===== src/rtl/multi_domain_reset_seq.sv =====
// Reset sequencer: waits for init, bank supply and PLL lock, then releases the
// fabric reset domains one by one; any fault drops every domain and recovers via HOLD.
module multi_domain_reset_seq #(
  parameter int N_OUT       = 4,
  parameter int N_LOCK      = 2,
  parameter int STAGE_DLY   = 16,
  parameter int LOCK_FILT   = 8,
  parameter int SYNC_STAGES = 2
) (
  input  logic              CLK,
  input  logic              EXT_RST_N,
  input  logic              INIT_DONE,
  input  logic              BANK_VDDI_STATUS,
  input  logic [N_LOCK-1:0] PLL_LOCK,
  input  logic              SW_RST_REQ,
  output logic [N_OUT-1:0]  FABRIC_RESET_N,
  output logic              PLL_POWERDOWN_B,
  output logic              SEQ_DONE,
  output logic [2:0]        STATE
);

  localparam int REL_CYC = STAGE_DLY * N_OUT;
  localparam int MAX_CNT = (REL_CYC > LOCK_FILT) ? REL_CYC : LOCK_FILT;
  localparam int CNT_W   = $clog2(MAX_CNT + 1);
  localparam int SYNC_W  = N_LOCK + 2;

  typedef enum logic [2:0] {
    ST_RESET     = 3'd0,
    ST_WAIT_INIT = 3'd1,
    ST_WAIT_LOCK = 3'd2,
    ST_RELEASE   = 3'd3,
    ST_RUN       = 3'd4,
    ST_HOLD      = 3'd5
  } state_t;

  logic [SYNC_W-1:0] sync_p [SYNC_STAGES];
  logic              init_s;
  logic              bank_s;
  logic [N_LOCK-1:0] lock_s;
  logic              supply_ok;
  logic              all_lock;
  logic              fault;

  state_t            state_q;
  state_t            state_nxt;
  logic [CNT_W-1:0]  cnt_q;
  logic [CNT_W-1:0]  cnt_nxt;
  logic [CNT_W-1:0]  cnt_inc;
  logic [N_OUT-1:0]  fab_q;
  logic [N_OUT-1:0]  fab_nxt;
  logic              seq_q;
  logic              pll_q;

  // Synchronizer stages: INIT_DONE in bit 0, BANK_VDDI_STATUS in bit 1, locks above.
  always_ff @(posedge CLK or negedge EXT_RST_N) begin
    if (!EXT_RST_N) begin
      for (int i = 0; i < SYNC_STAGES; i++) sync_p[i] <= '0;
    end else begin
      sync_p[0] <= {PLL_LOCK, BANK_VDDI_STATUS, INIT_DONE};
      for (int i = 1; i < SYNC_STAGES; i++) sync_p[i] <= sync_p[i-1];
    end
  end

  assign init_s    = sync_p[SYNC_STAGES-1][0];
  assign bank_s    = sync_p[SYNC_STAGES-1][1];
  assign lock_s    = sync_p[SYNC_STAGES-1][SYNC_W-1:2];
  assign supply_ok = init_s & bank_s;
  assign all_lock  = &lock_s;
  assign fault     = ~all_lock | ~supply_ok | SW_RST_REQ;

  // Sequencer state and shared counter
  always_ff @(posedge CLK or negedge EXT_RST_N) begin
    if (!EXT_RST_N) begin
      state_q <= ST_RESET;
      cnt_q   <= '0;
      fab_q   <= '0;
      seq_q   <= 1'b0;
      pll_q   <= 1'b0;
    end else begin
      state_q <= state_nxt;
      cnt_q   <= cnt_nxt;
      fab_q   <= fab_nxt;
      seq_q   <= (state_nxt == ST_RUN);
      pll_q   <= (state_nxt != ST_RESET);
    end
  end

  always_comb begin
    state_nxt = state_q;
    cnt_nxt   = cnt_q;
    fab_nxt   = fab_q;
    cnt_inc   = cnt_q + 1'b1;
    case (state_q)
      ST_RESET: begin
        state_nxt = ST_WAIT_INIT;
        cnt_nxt   = '0;
        fab_nxt   = '0;
      end
      ST_WAIT_INIT: begin
        cnt_nxt = '0;
        fab_nxt = '0;
        if (supply_ok) state_nxt = ST_WAIT_LOCK;
      end
      ST_WAIT_LOCK: begin
        fab_nxt = '0;
        if (!supply_ok) begin
          state_nxt = ST_WAIT_INIT;
          cnt_nxt   = '0;
        end else if (all_lock) begin
          if (cnt_inc == CNT_W'(LOCK_FILT)) begin
            state_nxt = ST_RELEASE;
            cnt_nxt   = '0;
          end else begin
            cnt_nxt = cnt_inc;
          end
        end else begin
          cnt_nxt = '0;
        end
      end
      ST_RELEASE: begin
        // A fault on a release edge wins, so no domain can be released then dropped.
        if (fault) begin
          state_nxt = ST_HOLD;
          cnt_nxt   = '0;
          fab_nxt   = '0;
        end else begin
          cnt_nxt = cnt_inc;
          for (int k = 0; k < N_OUT; k++) begin
            if (cnt_inc == CNT_W'(STAGE_DLY * (k + 1))) fab_nxt[k] = 1'b1;
          end
          if (cnt_inc == CNT_W'(REL_CYC)) state_nxt = ST_RUN;
        end
      end
      ST_RUN: begin
        if (fault) begin
          state_nxt = ST_HOLD;
          cnt_nxt   = '0;
          fab_nxt   = '0;
        end
      end
      ST_HOLD: begin
        fab_nxt = '0;
        if (cnt_inc == CNT_W'(STAGE_DLY)) begin
          state_nxt = ST_WAIT_INIT;
          cnt_nxt   = '0;
        end else begin
          cnt_nxt = cnt_inc;
        end
      end
      default: begin
        state_nxt = ST_RESET;
        cnt_nxt   = '0;
        fab_nxt   = '0;
      end
    endcase
  end

  assign FABRIC_RESET_N  = fab_q;
  assign PLL_POWERDOWN_B = pll_q;
  assign SEQ_DONE        = seq_q;
  assign STATE           = state_q;

endmodule


===== config.mk =====
export PLATFORM = sky130hd
export DESIGN_NAME = multi_domain_reset_seq
export DESIGN_NICKNAME = d
export VERILOG_FILES = /design/src/rtl/multi_domain_reset_seq.sv
export SDC_FILE = /design/constraint.sdc
export NUM_CORES = 1
export LEC_CHECK = 0
export ABC_AREA = 1
export BUFFER_PORTS_ARGS = -buffer_cell sky130_fd_sc_hd__buf_2
export CORE_ASPECT_RATIO = 0.8
export CORE_MARGIN = 2
export CORE_UTILIZATION = 50
export DETAILED_ROUTE_END_ITERATION = 10
export HOLD_SLACK_MARGIN = 0.15
export PLACE_DENSITY = 0.71
export SYNTH_ARGS = -nofsm -noshare
export SYNTH_HDL_FRONTEND = slang
export SYNTH_SLANG_ARGS = --single-unit

===== constraint.sdc =====
create_clock -name CLK -period 2.2 [get_ports CLK]
set_clock_uncertainty 0.05 [all_clocks]
set_input_delay 0.44 -clock CLK [delete_from_list [all_inputs] [get_ports CLK]]
set_output_delay 0.44 -clock CLK [all_outputs]
set_load 0.005 [all_outputs]

==> parameters.txt, run 1 <==
Parameter                              Value

CTS
  Max Root-Sink Buffers    2
  Max H-tree Level    1
  Number of gates given a new drive strength after cts    0
  TritonCTS clock tree    done
  Master cell of the clock root buffer    sky130_fd_sc_hd__clkbuf_4
  Clock transition at the registers of the reported paths    about 0.13 ns
  TritonCTS Sinks    24
  Num CTS Buffers    3
  Worst-Skew Late Latency    approximately 0.32 ns

Hold path
  Worst Hold Launch    sync_p[6]$_DFF_PN0_
  Worst min-delay path category    reg -> reg
  Hold worst-path end    lock_s[0]$_DFF_PN0_
  Number of cells traversed by the worst hold path    0

Worst setup path
  Crit path DAT    2.02 ns
  Source of the worst register-to-register timing path    cnt_q[0]$_DFFE_PN0P_
  Setup CP Type    reg -> reg
  Crit-path max FO    4
  Category of the worst setup path capture point    register
  Crit path launch type    register
  Path depth of the worst reg2reg path    11
  Setup slack on the worst flop-to-flop path    ~0.35 ns
  Worst path required time    between 2 and 2.5 ns
  Reg-to-reg critical path endpoint    cnt_q[0]$_DFFE_PN0P_

STA
  Max-Slew Margin vs Limit    0.645
  Slew @ Worst Pin    about 0.53 ns
  Number of setup violations in the final report    0
  Number of failing hold endpoints at the final stage    0
  RSZ-0062 raised after global routing    false
  Count of pins over their slew limit    0
  Achievable frequency    about 540 MHz
  Final critical delay including setup and external delays    between 1.5 and 2 ns
  Tcrit/Tclk final    0.843
  Setup TNS    0 ns

Cells and area
  Layout cells sized above 1    0.180
  Area taken by multi-input logic gates    474 sq um
  Filler cell count    between 150 and 200
  Area grow syn2layout    18.7%
  Sequential cell area    601 sq um
  NumNets Final    176
  Antenna diode count    0

Floorplanning
  Die outline area    roughly 2700 sq um
  Initial standard-cell utilization of the core    0.532
  IO Count    16
  Core box area    roughly 2200 sq um
  X dimension of the die    about 58 um
  Vertical die dimension    47.0 um
  Cell row count    15

GRT
  Aggregate global-route resource usage    0.205
  Total congestion overflow after global routing    0
  Initial antenna violation count    0
  First-pass GRT wire length    4040 um
  Maximum number of pins on one net before global-route repair    25
  Via count of the first global-routing pass    898

Placement
  Final weighted congestion in routability-driven placement    between 0.9 and 1
  IO Port Bufs    15
  Placed wire-length estimate    about 1800 um

Yosys
  Avg Inst Size Synth    roughly 8.2 sq um
  Post-synthesis instance total    around 140
  Leading post-synthesis cells by cell area    sky130_fd_sc_hd__dfrtp_1 52%, sky130_fd_sc_hd__nand2_1 10%, sky130_fd_sc_hd__inv_1 6.8%
  Syn. warnings    0
  Proportion of register bits with asynchronous set or reset after synthesis    1.00
  Leading area contributor after synthesis    sky130_fd_sc_hd__dfrtp_1
  Post-synth top area share    0.519
  Flip-flop cell with the highest count after synthesis    sky130_fd_sc_hd__dfrtp_1
  Total nets after synthesis    150
  Fraction of the yosys area taken by sequential cells    0.519
  Combined area of all synthesized cells    1160 sq um
  Number of enable flip-flop cells after synthesis    0
  Synth Register Bits    24
  Distinct cell type count of the synthesized netlist    23

Routing
  Detailed Route WL    approximately 2500 um
  Remaining antenna violation count after routing    0
  Pre-antenna DRT Iters    4
  DRC Markers    0
  Per-cell routed wire length    12.8 um
  Iter 0 DRT Violations    28
  Total number of vias    ~1000
  Per-cell via count in the routed design    about 5.3

Job
  # Max-Cap Violations    0

Pwr
  Worst IR Drop VDD    roughly 0.00073 V
  Leak Pwr    between 0.6 and 0.7 nW
  Total chip power    between 0.7 and 0.8 mW
  Total power per unit cell area    roughly 580 nW/um^2

Run status
  Outcome    finished, final reports clean
==> cell families (layout without fill, tap and decap cells) <==
group                      after synthesis  count (layout)  share of synthesized area
and+or+nand+nor                         74              74                      0.282
AOI/OAI and AO/OA                       20              20                      0.109
DFF                                     24              24                      0.519
buffers and inverters                   22              47                     0.0714
xor gates and xnor gates                 1               1                    0.00757
adders and majority gates                1               1                     0.0108
==> cell type report <==
cell class                      instances  share of cell area
Sequential cell                        24               0.437
Tap cell                               25              0.0228
Clock inverter                          1              0.0219
Timing Repair Buffer                   21              0.0965
Multi-Input combinational cell         96               0.345
Inverter                               22              0.0601
Clock buffer                            3              0.0164
==> state kept, by name, summed over array words and instances, names as in the netlist <==
name,cells
cnt_q,7
FABRIC_RESET_N,4
sync_p,4
STATE,3
lock_s,2
PLL_POWERDOWN_B,1
SEQ_DONE,1
bank_s,1
init_s,1
==> power breakdown <==
part	internal [mW]	switching (mW)
Combinational	0.0108	0.0138
Sequential	0.448	0.00209
Clock	0.184	0.136
Total	0.644	0.152
==> synthesized netlist by cell type, types with 2 or more instances <==
| cell type | instances |
|---|---|
| sky130_fd_sc_hd__dfrtp_1 | 24 |
| sky130_fd_sc_hd__a2bb2oi_1 | 2 |
| sky130_fd_sc_hd__nand3b_1 | 2 |
| sky130_fd_sc_hd__o21ai_1 | 3 |
| sky130_fd_sc_hd__nor2_2 | 3 |
| sky130_fd_sc_hd__nor2_1 | 19 |
| sky130_fd_sc_hd__nand3_1 | 13 |
| sky130_fd_sc_hd__o22ai_1 | 2 |
| sky130_fd_sc_hd__nand2_2 | 3 |
| sky130_fd_sc_hd__o21ai_0 | 5 |
| sky130_fd_sc_hd__nand2_1 | 31 |
| sky130_fd_sc_hd__nor3_1 | 2 |
| sky130_fd_sc_hd__a21oi_1 | 2 |
| sky130_fd_sc_hd__inv_1 | 21 |
| sky130_fd_sc_hd__a21oi_2 | 2 |
==> repair_timing <==
action                    in CTS  in global routing
hold endpoints to repair      24                  4
setup buffers                  0                  0
hold buffers                   1                  4
==> routing by layer <==
layer / vias to the layer above / part of all wire / GRT usage / wire, um
met5: - / 0 / 0 / 0
met4: 0 / 0.0045 / 0.0465 / 11
met3: 2 / 0.064 / 0.0579 / 158
met2: 36 / 0.46 / 0.334 / 1140
met1: 472 / 0.47 / 0.278 / 1160
li1: 502 / - / - / -
==> layout by cell type, fill, tap and decap left out <==
master	n
sky130_fd_sc_hd__a21oi_1	2
sky130_fd_sc_hd__a21oi_2	2
sky130_fd_sc_hd__a2bb2oi_1	2
sky130_fd_sc_hd__a31oi_1	1
sky130_fd_sc_hd__buf_2	15
sky130_fd_sc_hd__buf_4	1
sky130_fd_sc_hd__bufinv_16	1
sky130_fd_sc_hd__clkbuf_4	3
sky130_fd_sc_hd__dfrtp_1	24
sky130_fd_sc_hd__dlygate4sd3_1	5
sky130_fd_sc_hd__ha_1	1
sky130_fd_sc_hd__inv_1	21
sky130_fd_sc_hd__inv_2	1
sky130_fd_sc_hd__nand2_1	31
sky130_fd_sc_hd__nand2_2	3
sky130_fd_sc_hd__nand3_1	13
sky130_fd_sc_hd__nand3b_1	2
sky130_fd_sc_hd__nor2_1	19
sky130_fd_sc_hd__nor2_2	3
sky130_fd_sc_hd__nor2_4	1
sky130_fd_sc_hd__nor3_1	2
sky130_fd_sc_hd__o211ai_1	1
sky130_fd_sc_hd__o21ai_0	5
sky130_fd_sc_hd__o21ai_1	3
sky130_fd_sc_hd__o21bai_1	1
sky130_fd_sc_hd__o22ai_1	2
sky130_fd_sc_hd__o31ai_1	1
sky130_fd_sc_hd__xnor2_1	1
==> how the worst max path moves through the flow <==
stage	from	endpoint	slack (ns)	cells after the start
final	cnt_q[0]$_DFFE_PN0P_	cnt_q[0]$_DFFE_PN0P_	0.35	11
after global routing	cnt_q[1]$_DFFE_PN0P_	cnt_q[0]$_DFFE_PN0P_	0.24	10
after CTS	cnt_q[0]$_DFFE_PN0P_	cnt_q[0]$_DFFE_PN0P_	0.36	11
after detailed placement	cnt_q[0]$_DFFE_PN0P_	cnt_q[0]$_DFFE_PN0P_	0.38	11
after global placement	cnt_q[0]$_DFFE_PN0P_	cnt_q[0]$_DFFE_PN0P_	0.47	11
after floorplan	cnt_q[0]$_DFFE_PN0P_	cnt_q[0]$_DFFE_PN0P_	0.65	11
==> worst max-delay path, stage by stage, from the launching register on <==
cell and delay, ns:
sky130_fd_sc_hd__dfrtp_1 0.43, sky130_fd_sc_hd__ha_1 0.25, sky130_fd_sc_hd__nand2_1 0.15, sky130_fd_sc_hd__inv_1 0.09, sky130_fd_sc_hd__nand3b_1 0.10, sky130_fd_sc_hd__nand2_2 0.09, sky130_fd_sc_hd__nor2_4 0.17, sky130_fd_sc_hd__nand2_1 0.06
sky130_fd_sc_hd__nand2_1 0.07, sky130_fd_sc_hd__nand3_1 0.12, sky130_fd_sc_hd__nand2_1 0.08, sky130_fd_sc_hd__o21ai_0 0.07
==> stage by stage <==
step	hold WS [ns]	instance area (sq um)	utilization	setup slack, ns	instances
final	0.312	1370	0.631	0.346	192
after global routing	0.331	1370	0.631	0.244	192
after CTS	0.158	1330	0.613	0.361	188
after detailed placement	0.285	1270	0.584	0.384	183
after global placement	0.283	1270	0.584	0.469	183
after floorplan	0.0944	1160	-	0.648	142
Power figures use the tool's default switching activity.
==> run 2: changes to the inputs <==
--- a/config.mk
+++ b/config.mk
@@ -12,7 +12,7 @@
 export CORE_UTILIZATION = 50
 export DETAILED_ROUTE_END_ITERATION = 10
 export HOLD_SLACK_MARGIN = 0.15
-export PLACE_DENSITY = 0.71
+export PLACE_DENSITY = 0.74
 export SYNTH_ARGS = -nofsm -noshare
 export SYNTH_HDL_FRONTEND = slang
 export SYNTH_SLANG_ARGS = --single-unit
==> constraint.sdc (replaced) <==
create_clock -name CLK -period 1.55 [get_ports CLK]
set_clock_uncertainty 0.05 [all_clocks]
set_input_delay 0.31 -clock CLK [delete_from_list [all_inputs] [get_ports CLK]]
set_output_delay 0.31 -clock CLK [all_outputs]
set_load 0.005 [all_outputs]
==> run 2 against run 1 <==
The run now ends with negative setup slack left. Non-clock buffer count up 18. Combinational power is 45% higher. Sequential share of layout area shrank 7.7 points. Sequential cell count stayed put. Setup slack got worse by 0.56 ns. Worst hold slack better by 0.0021 ns. Critical path type unchanged.
==> parameters.txt, run 2 (synthesized netlist as in run 1, its figures left out) <==
Parameter                              Value

Cells and area
  Layout cells sized above 1    0.459
  Final core utilization    0.766
  Area grow syn2layout    44.0%
  Fin area    between 1500 and 2000 sq um
  NumNets Final    about 190
  Most flop-heavy register    cnt_q
  Flip-flop count of the largest register, all copies and words added    7
  Antenna diode count    0
  Sequential cell area    between 600 and 700 sq um
  Commonest cells after routing, fill and taps aside    24 x sky130_fd_sc_hd__dfrtp_1, 24 x sky130_fd_sc_hd__nand2_1, 19 x sky130_fd_sc_hd__inv_1, 19 x sky130_fd_sc_hd__buf_4, 15 x sky130_fd_sc_hd__buf_2
  Area taken by multi-input logic gates    between 600 and 700 sq um
  Filler cell count    around 140

STA
  Tcrit/Tclk final    1.14
  Count of pins over their slew limit    0
  Number of setup violations in the final report    12
  Achievable frequency    567 MHz
  Final critical delay including setup and external delays    roughly 1.8 ns
  Number of failing hold endpoints at the final stage    0
  Max-Slew Margin vs Limit    0.642
  Slew @ Worst Pin    0.538 ns
  Setup TNS    -1.62 ns
  Final setup margin    -0.212 ns
  RSZ-0062 raised after global routing    true

Run status
  Violated checks    negative setup slack
  Outcome    finished with violations

GRT
  Aggregate global-route resource usage    0.241
  Total congestion overflow after global routing    0
  Initial antenna violation count    0
  First-pass GRT wire length    around 4800 um
  Maximum number of pins on one net before global-route repair    25
  Via count of the first global-routing pass    ~1100

Hold path
  Hold worst-path end    bank_s$_DFF_PN0_
  Number of cells traversed by the worst hold path    0
  Worst min-delay path category    reg -> reg
  Worst Hold Launch    sync_p[5]$_DFF_PN0_

Floorplanning
  Initial standard-cell utilization of the core    0.532
  Vertical die dimension    roughly 47 um
  Core box area    around 2200 sq um
  Cell row count    15
  IO Count    16
  Die outline area    approximately 2700 sq um
  X dimension of the die    roughly 58 um

Placement
  Placed wire-length estimate    between 2000 and 2500 um
  Standard cell area after detailed placement    between 1000 and 1500 sq um
  IO Port Bufs    15
  Final weighted congestion in routability-driven placement    between 0.9 and 1
  Pre-CTS worst setup slack    -0.202 ns

Pwr
  Worst IR Drop VDD    around 0.00089 V
  Switch share    0.191
  Logic gate share of total power    0.031
  Sequential share of power    0.566
  Total power per unit cell area    between 600 and 700 nW/um^2
  Pint    between 0.9 and 1 mW
  Leak Pwr    approximately 0.80 nW
  Power dissipated by switching net loads    around 0.22 mW
  Total chip power    approximately 1.1 mW
  Clk network pwr share    0.402

Worst setup path
  Crit path launch type    register
  Reg-to-reg critical path endpoint    SEQ_DONE$_DFF_PN0_
  Worst-path cell chain    ha_4 -> nand2_4 -> nor2_2 -> nand3_2 -> nand2_2 -> nor2_2 -> nand3_2 -> nand2_4 -> nand2_2 -> nor2_2 -> nor2_1
  Source of the worst register-to-register timing path    cnt_q[0]$_DFFE_PN0P_
  Worst path required time    about 1.7 ns
  Maximum single-stage delay on the critical path    about 0.44 ns
  Category of the worst setup path capture point    register
  Slowest stage cell on the critical path    sky130_fd_sc_hd__dfrtp_1
  Setup slack on the worst flop-to-flop path    -0.21 ns
  Cell mode on critical path    sky130_fd_sc_hd__nor2_2
  Crit path DAT    between 1.5 and 2 ns
  Setup CP Type    reg -> reg
  Crit-path max FO    3
  Path depth of the worst reg2reg path    11

CTS
  TritonCTS clock tree    done
  Num CTS Buffers    3
  Worst-Skew Late Latency    around 0.32 ns
  Master cell of the clock root buffer    sky130_fd_sc_hd__clkbuf_4
  Max Root-Sink Buffers    2
  Clock transition at the registers of the reported paths    ~0.13 ns
  TritonCTS Sinks    24
  Max H-tree Level    1

Routing
  Detailed Route WL    about 3400 um
  Pre-antenna DRT Iters    5
  Per-cell via count in the routed design    5.80
  Remaining antenna violation count after routing    0
  DRC Markers    0
  Iter 0 DRT Violations    93
  Per-cell routed wire length    16.0 um
  Total number of vias    1217

Job
  # Max-Cap Violations    0
run 2: layout make-up:
class / instances / area share
inverters: 22 / 0.0511
well taps: 25 / 0.0188
multi-input cells: 96 / 0.378
clock buffers: 3 / 0.0135
repair buffers: 39 / 0.161
flip-flops and latches: 24 / 0.360
clock inverters: 1 / 0.0180
run 2: critical path, delay by kind of cell (launching register included):
family,cells,cell delay [ns]
adders and majority gates,1,0.20
DFF,1,0.44
and+or+nand+nor,10,0.96
run 2: per-layer routing:
layer / part of all wire / GRT usage / wire length, um / vias to the layer above
met5: 0 / 0 / 0 / -
met4: 0.056 / 0.107 / 187 / 0
met3: 0.089 / 0.0551 / 300 / 29
met2: 0.46 / 0.398 / 1560 / 90
met1: 0.39 / 0.311 / 1320 / 560
li1: - / - / - / 538
run 2: worst max path at each step:
stage | from | to | slack [ns] | cells after the start
6_report | cnt_q[0]$_DFFE_PN0P_ | SEQ_DONE$_DFF_PN0_ | -0.21 | 11
5_1_grt | cnt_q[0]$_DFFE_PN0P_ | SEQ_DONE$_DFF_PN0_ | -0.29 | 11
4_1_cts | cnt_q[1]$_DFFE_PN0P_ | cnt_q[4]$_DFFE_PN0P_ | -0.10 | 11
3_5_place_dp | cnt_q[0]$_DFFE_PN0P_ | cnt_q[3]$_DFFE_PN0P_ | -0.20 | 11
3_3_place_gp | cnt_q[0]$_DFFE_PN0P_ | cnt_q[0]$_DFFE_PN0P_ | -0.08 | 11
2_1_floorplan | cnt_q[1]$_DFFE_PN0P_ | cnt_q[0]$_DFFE_PN0P_ | 0.03 | 11
run 2: power by group through the flow:
stage / Sequential, mW / Combinational (mW) / Clock [mW]
finish: 0.639 / 0.0355 / 0.454
global route: 0.640 / 0.0405 / 0.470
CTS: 0.639 / 0.0352 / 0.453
detailed placement: 0.651 / 0.0259 / 0
global placement: 0.650 / 0.0252 / 0
floorplan: 0.650 / 0.00538 / 0
run 2: stage by stage:
step	instances	hold WS (ns)
2_1_floorplan	142	-0.0356
3_3_place_gp	197	0.263
3_5_place_dp	197	0.275
4_1_cts	208	0.315
5_1_grt	210	0.327
6_report	210	0.314
run 2: what timing repair did:
item / 4_1_cts / 5_1_grt
hold buffers: 5 / 0
gates cloned: 0 / 0
pin swaps: 7 / 12
resized for setup: 21 / 24
endpoints found under the setup margin: 12 / 15
endpoints found under the hold margin: 28 / 0
setup buffers: 2 / 2
==> run 3: changes to the inputs <==
--- a/config.mk
+++ b/config.mk
@@ -7,7 +7,6 @@
 export LEC_CHECK = 0
 export ABC_AREA = 1
 export BUFFER_PORTS_ARGS = -buffer_cell sky130_fd_sc_hd__buf_2
-export CORE_ASPECT_RATIO = 0.8
 export CORE_MARGIN = 2
 export CORE_UTILIZATION = 50
 export DETAILED_ROUTE_END_ITERATION = 10
==> run 3 against run 2 <==
The run still ends with negative setup slack left. Global-route usage increased by 1.4 points. Wire length increased by 3.8%. Sequential cell count unchanged. Die area about the same. First-iteration DRC count decreased by 26%. Non-clock buffer count increased by 5. Clock-buffer cell count increased by 1. Sequential share of layout area decreased by 0.62 points. Power decreased by 10%. Clock power decreased by 26%. Combinational power about the same. Largest cell class unchanged. Highest routed layer unchanged.
==> parameters.txt, run 3 (synthesized netlist as in run 1, its figures left out) <==
Parameter                              Value

Placement
  Final weighted congestion in routability-driven placement    0.944
  IO Port Bufs    15
  Placed wire-length estimate    between 1500 and 2000 um

Worst setup path
  Crit path launch type    register
  Worst path required time    between 1.5 and 2 ns
  Path depth of the worst reg2reg path    10
  Setup slack on the worst flop-to-flop path    -0.28 ns
  Source of the worst register-to-register timing path    cnt_q[0]$_DFFE_PN0P_
  Category of the worst setup path capture point    register
  Crit-path max FO    4
  Setup CP Type    reg -> reg
  Reg-to-reg critical path endpoint    FABRIC_RESET_N[3]$_DFFE_PN0P_
  Crit path DAT    between 2 and 2.5 ns

GRT
  Via count of the first global-routing pass    about 1100
  Maximum number of pins on one net before global-route repair    25
  Initial antenna violation count    0
  First-pass GRT wire length    a little under 5000 um
  Aggregate global-route resource usage    0.254
  Total congestion overflow after global routing    0

Routing
  Pre-antenna DRT Iters    4
  Per-cell via count in the routed design    5.52
  Per-cell routed wire length    16.0 um
  Total number of vias    1203
  Detailed Route WL    approximately 3500 um
  Iter 0 DRT Violations    69
  Remaining antenna violation count after routing    0
  DRC Markers    0

CTS
  Clock transition at the registers of the reported paths    roughly 0.14 ns
  Worst-Skew Late Latency    around 0.32 ns
  Num CTS Buffers    3
  TritonCTS Sinks    24
  Max Root-Sink Buffers    2
  TritonCTS clock tree    done
  Master cell of the clock root buffer    sky130_fd_sc_hd__clkbuf_4
  Max H-tree Level    1

Cells and area
  Most flop-heavy register    cnt_q
  NumNets Final    between 150 and 200
  Commonest non-fill, non-tap cell in the layout    sky130_fd_sc_hd__nand2_1
  Layout cells sized above 1    0.463
  Flip-flop count of the largest register, all copies and words added    7
  Filler cell count    between 100 and 150
  Area grow syn2layout    46.8%
  Antenna diode count    0
  Commonest cells after routing, fill and taps aside    25 x sky130_fd_sc_hd__nand2_1, 24 x sky130_fd_sc_hd__buf_4, 23 x sky130_fd_sc_hd__dfrtp_1, 17 x sky130_fd_sc_hd__inv_1, 15 x sky130_fd_sc_hd__buf_2
  Final core utilization    0.776

Floorplanning
  Initial standard-cell utilization of the core    0.528
  IO Count    16
  Vertical die dimension    roughly 52 um
  Die outline area    around 2700 sq um
  Cell row count    17
  X dimension of the die    between 50 and 60 um
  Core box area    roughly 2200 sq um

Hold path
  Number of cells traversed by the worst hold path    0
  Worst Hold Launch    sync_p[4]$_DFF_PN0_
  Hold worst-path end    init_s$_DFF_PN0_
  Worst min-delay path category    reg -> reg

Pwr
  Worst IR Drop VDD    between 0.0005 and 0.0006 V
  Leak Pwr    a little over 0.8 nW
  Total power per unit cell area    between 500 and 600 nW/um^2
  Total chip power    1.01 mW

STA
  Slew @ Worst Pin    ~0.53 ns
  Number of failing hold endpoints at the final stage    0
  Count of pins over their slew limit    0
  Final setup margin    -0.285 ns
  Final critical delay including setup and external delays    1.83 ns
  Tcrit/Tclk final    1.18
  Achievable frequency    approximately 550 MHz
  Max-Slew Margin vs Limit    0.649
  Number of setup violations in the final report    13
  RSZ-0062 raised after global routing    true
  Setup TNS    -2.22 ns

Run status
  Violated checks    negative setup slack
  Outcome    finished with violations

Job
  # Max-Cap Violations    0
## run 3: cell count changes in the layout (fill, tap and decap cells not counted), sizes merged
| cell | change |
|---|---|
| buf | +5 |
| clkbuf | +1 |
| bufinv | -1 |
## run 3: layout make-up
| cell class | instances | area (sq um) | share of cell area |
|---|---|---|---|
| repair buffers | 44 | 305 | 0.180 |
| inverters | 22 | 82.6 | 0.0486 |
| flip-flops and latches | 24 | 602 | 0.354 |
| clock buffers | 4 | 36.3 | 0.0214 |
| multi-input cells | 96 | 638 | 0.376 |
| well taps | 28 | 35.0 | 0.0206 |
## run 3: repair_timing
item / in CTS / in global routing
pin swaps: 11 / 12
resized for setup: 25 / 21
hold endpoints to repair: 28 / 0
setup buffers: 3 / 7
hold buffers: 5 / 0
setup endpoints to repair: 12 / 15
## run 3: metrics by stage
step	area (sq um)	hold WS, ns	worst slack [ns]	instances
CTS	1570	0.316	-0.0735	211
detailed placement	1380	0.267	-0.156	199
global placement	1380	0.261	-0.0787	199
floorplan	1160	-0.0356	0.0322	142
global route	1700	0.329	-0.362	218
finish	1700	0.316	-0.285	218
## run 3: worst max-delay path, stage by stage (launching register included)
cell and delay [ns]:
sky130_fd_sc_hd__dfrtp_1 0.44, sky130_fd_sc_hd__ha_4 0.20, sky130_fd_sc_hd__nand2_4 0.08, sky130_fd_sc_hd__inv_2 0.05, sky130_fd_sc_hd__nand3b_1 0.09, sky130_fd_sc_hd__nand2_2 0.12, sky130_fd_sc_hd__nor2_4 0.19, sky130_fd_sc_hd__nand2_2 0.13
sky130_fd_sc_hd__buf_4 0.17, sky130_fd_sc_hd__nor2_2 0.11, sky130_fd_sc_hd__a2bb2oi_2 0.15
## run 3: routing by layer
metal / vias up / global-route usage / part of all wire
li1: 552 / - / -
met1: 568 / 0.327 / 0.40
met2: 67 / 0.428 / 0.51
met3: 16 / 0.0489 / 0.068
met4: 0 / 0.0877 / 0.022
met5: - / 0 / 0
## run 3: power breakdown
group | total, mW | switching [mW] | internal [mW]
Clock | 0.338 | 0.194 | 0.144
Sequential | 0.640 | 0.00319 | 0.636
Combinational | 0.0356 | 0.0203 | 0.0153
Total | 1.01 | 0.217 | 0.795
## run 3: how the worst max path moves through the flow
stage                               startpoint                            end  slack (ns)  cells past startpoint
after detailed placement  cnt_q[0]$_DFFE_PN0P_  FABRIC_RESET_N[1]$_DFFE_PN0P_       -0.16                      9
after CTS                 cnt_q[1]$_DFFE_PN0P_           cnt_q[3]$_DFFE_PN0P_       -0.07                     10
after floorplan           cnt_q[1]$_DFFE_PN0P_           cnt_q[0]$_DFFE_PN0P_        0.03                     11
final                     cnt_q[0]$_DFFE_PN0P_  FABRIC_RESET_N[3]$_DFFE_PN0P_       -0.28                     10
after global placement    cnt_q[0]$_DFFE_PN0P_           cnt_q[3]$_DFFE_PN0P_       -0.08                     11
after global routing      cnt_q[0]$_DFFE_PN0P_  FABRIC_RESET_N[3]$_DFFE_PN0P_       -0.36                      9
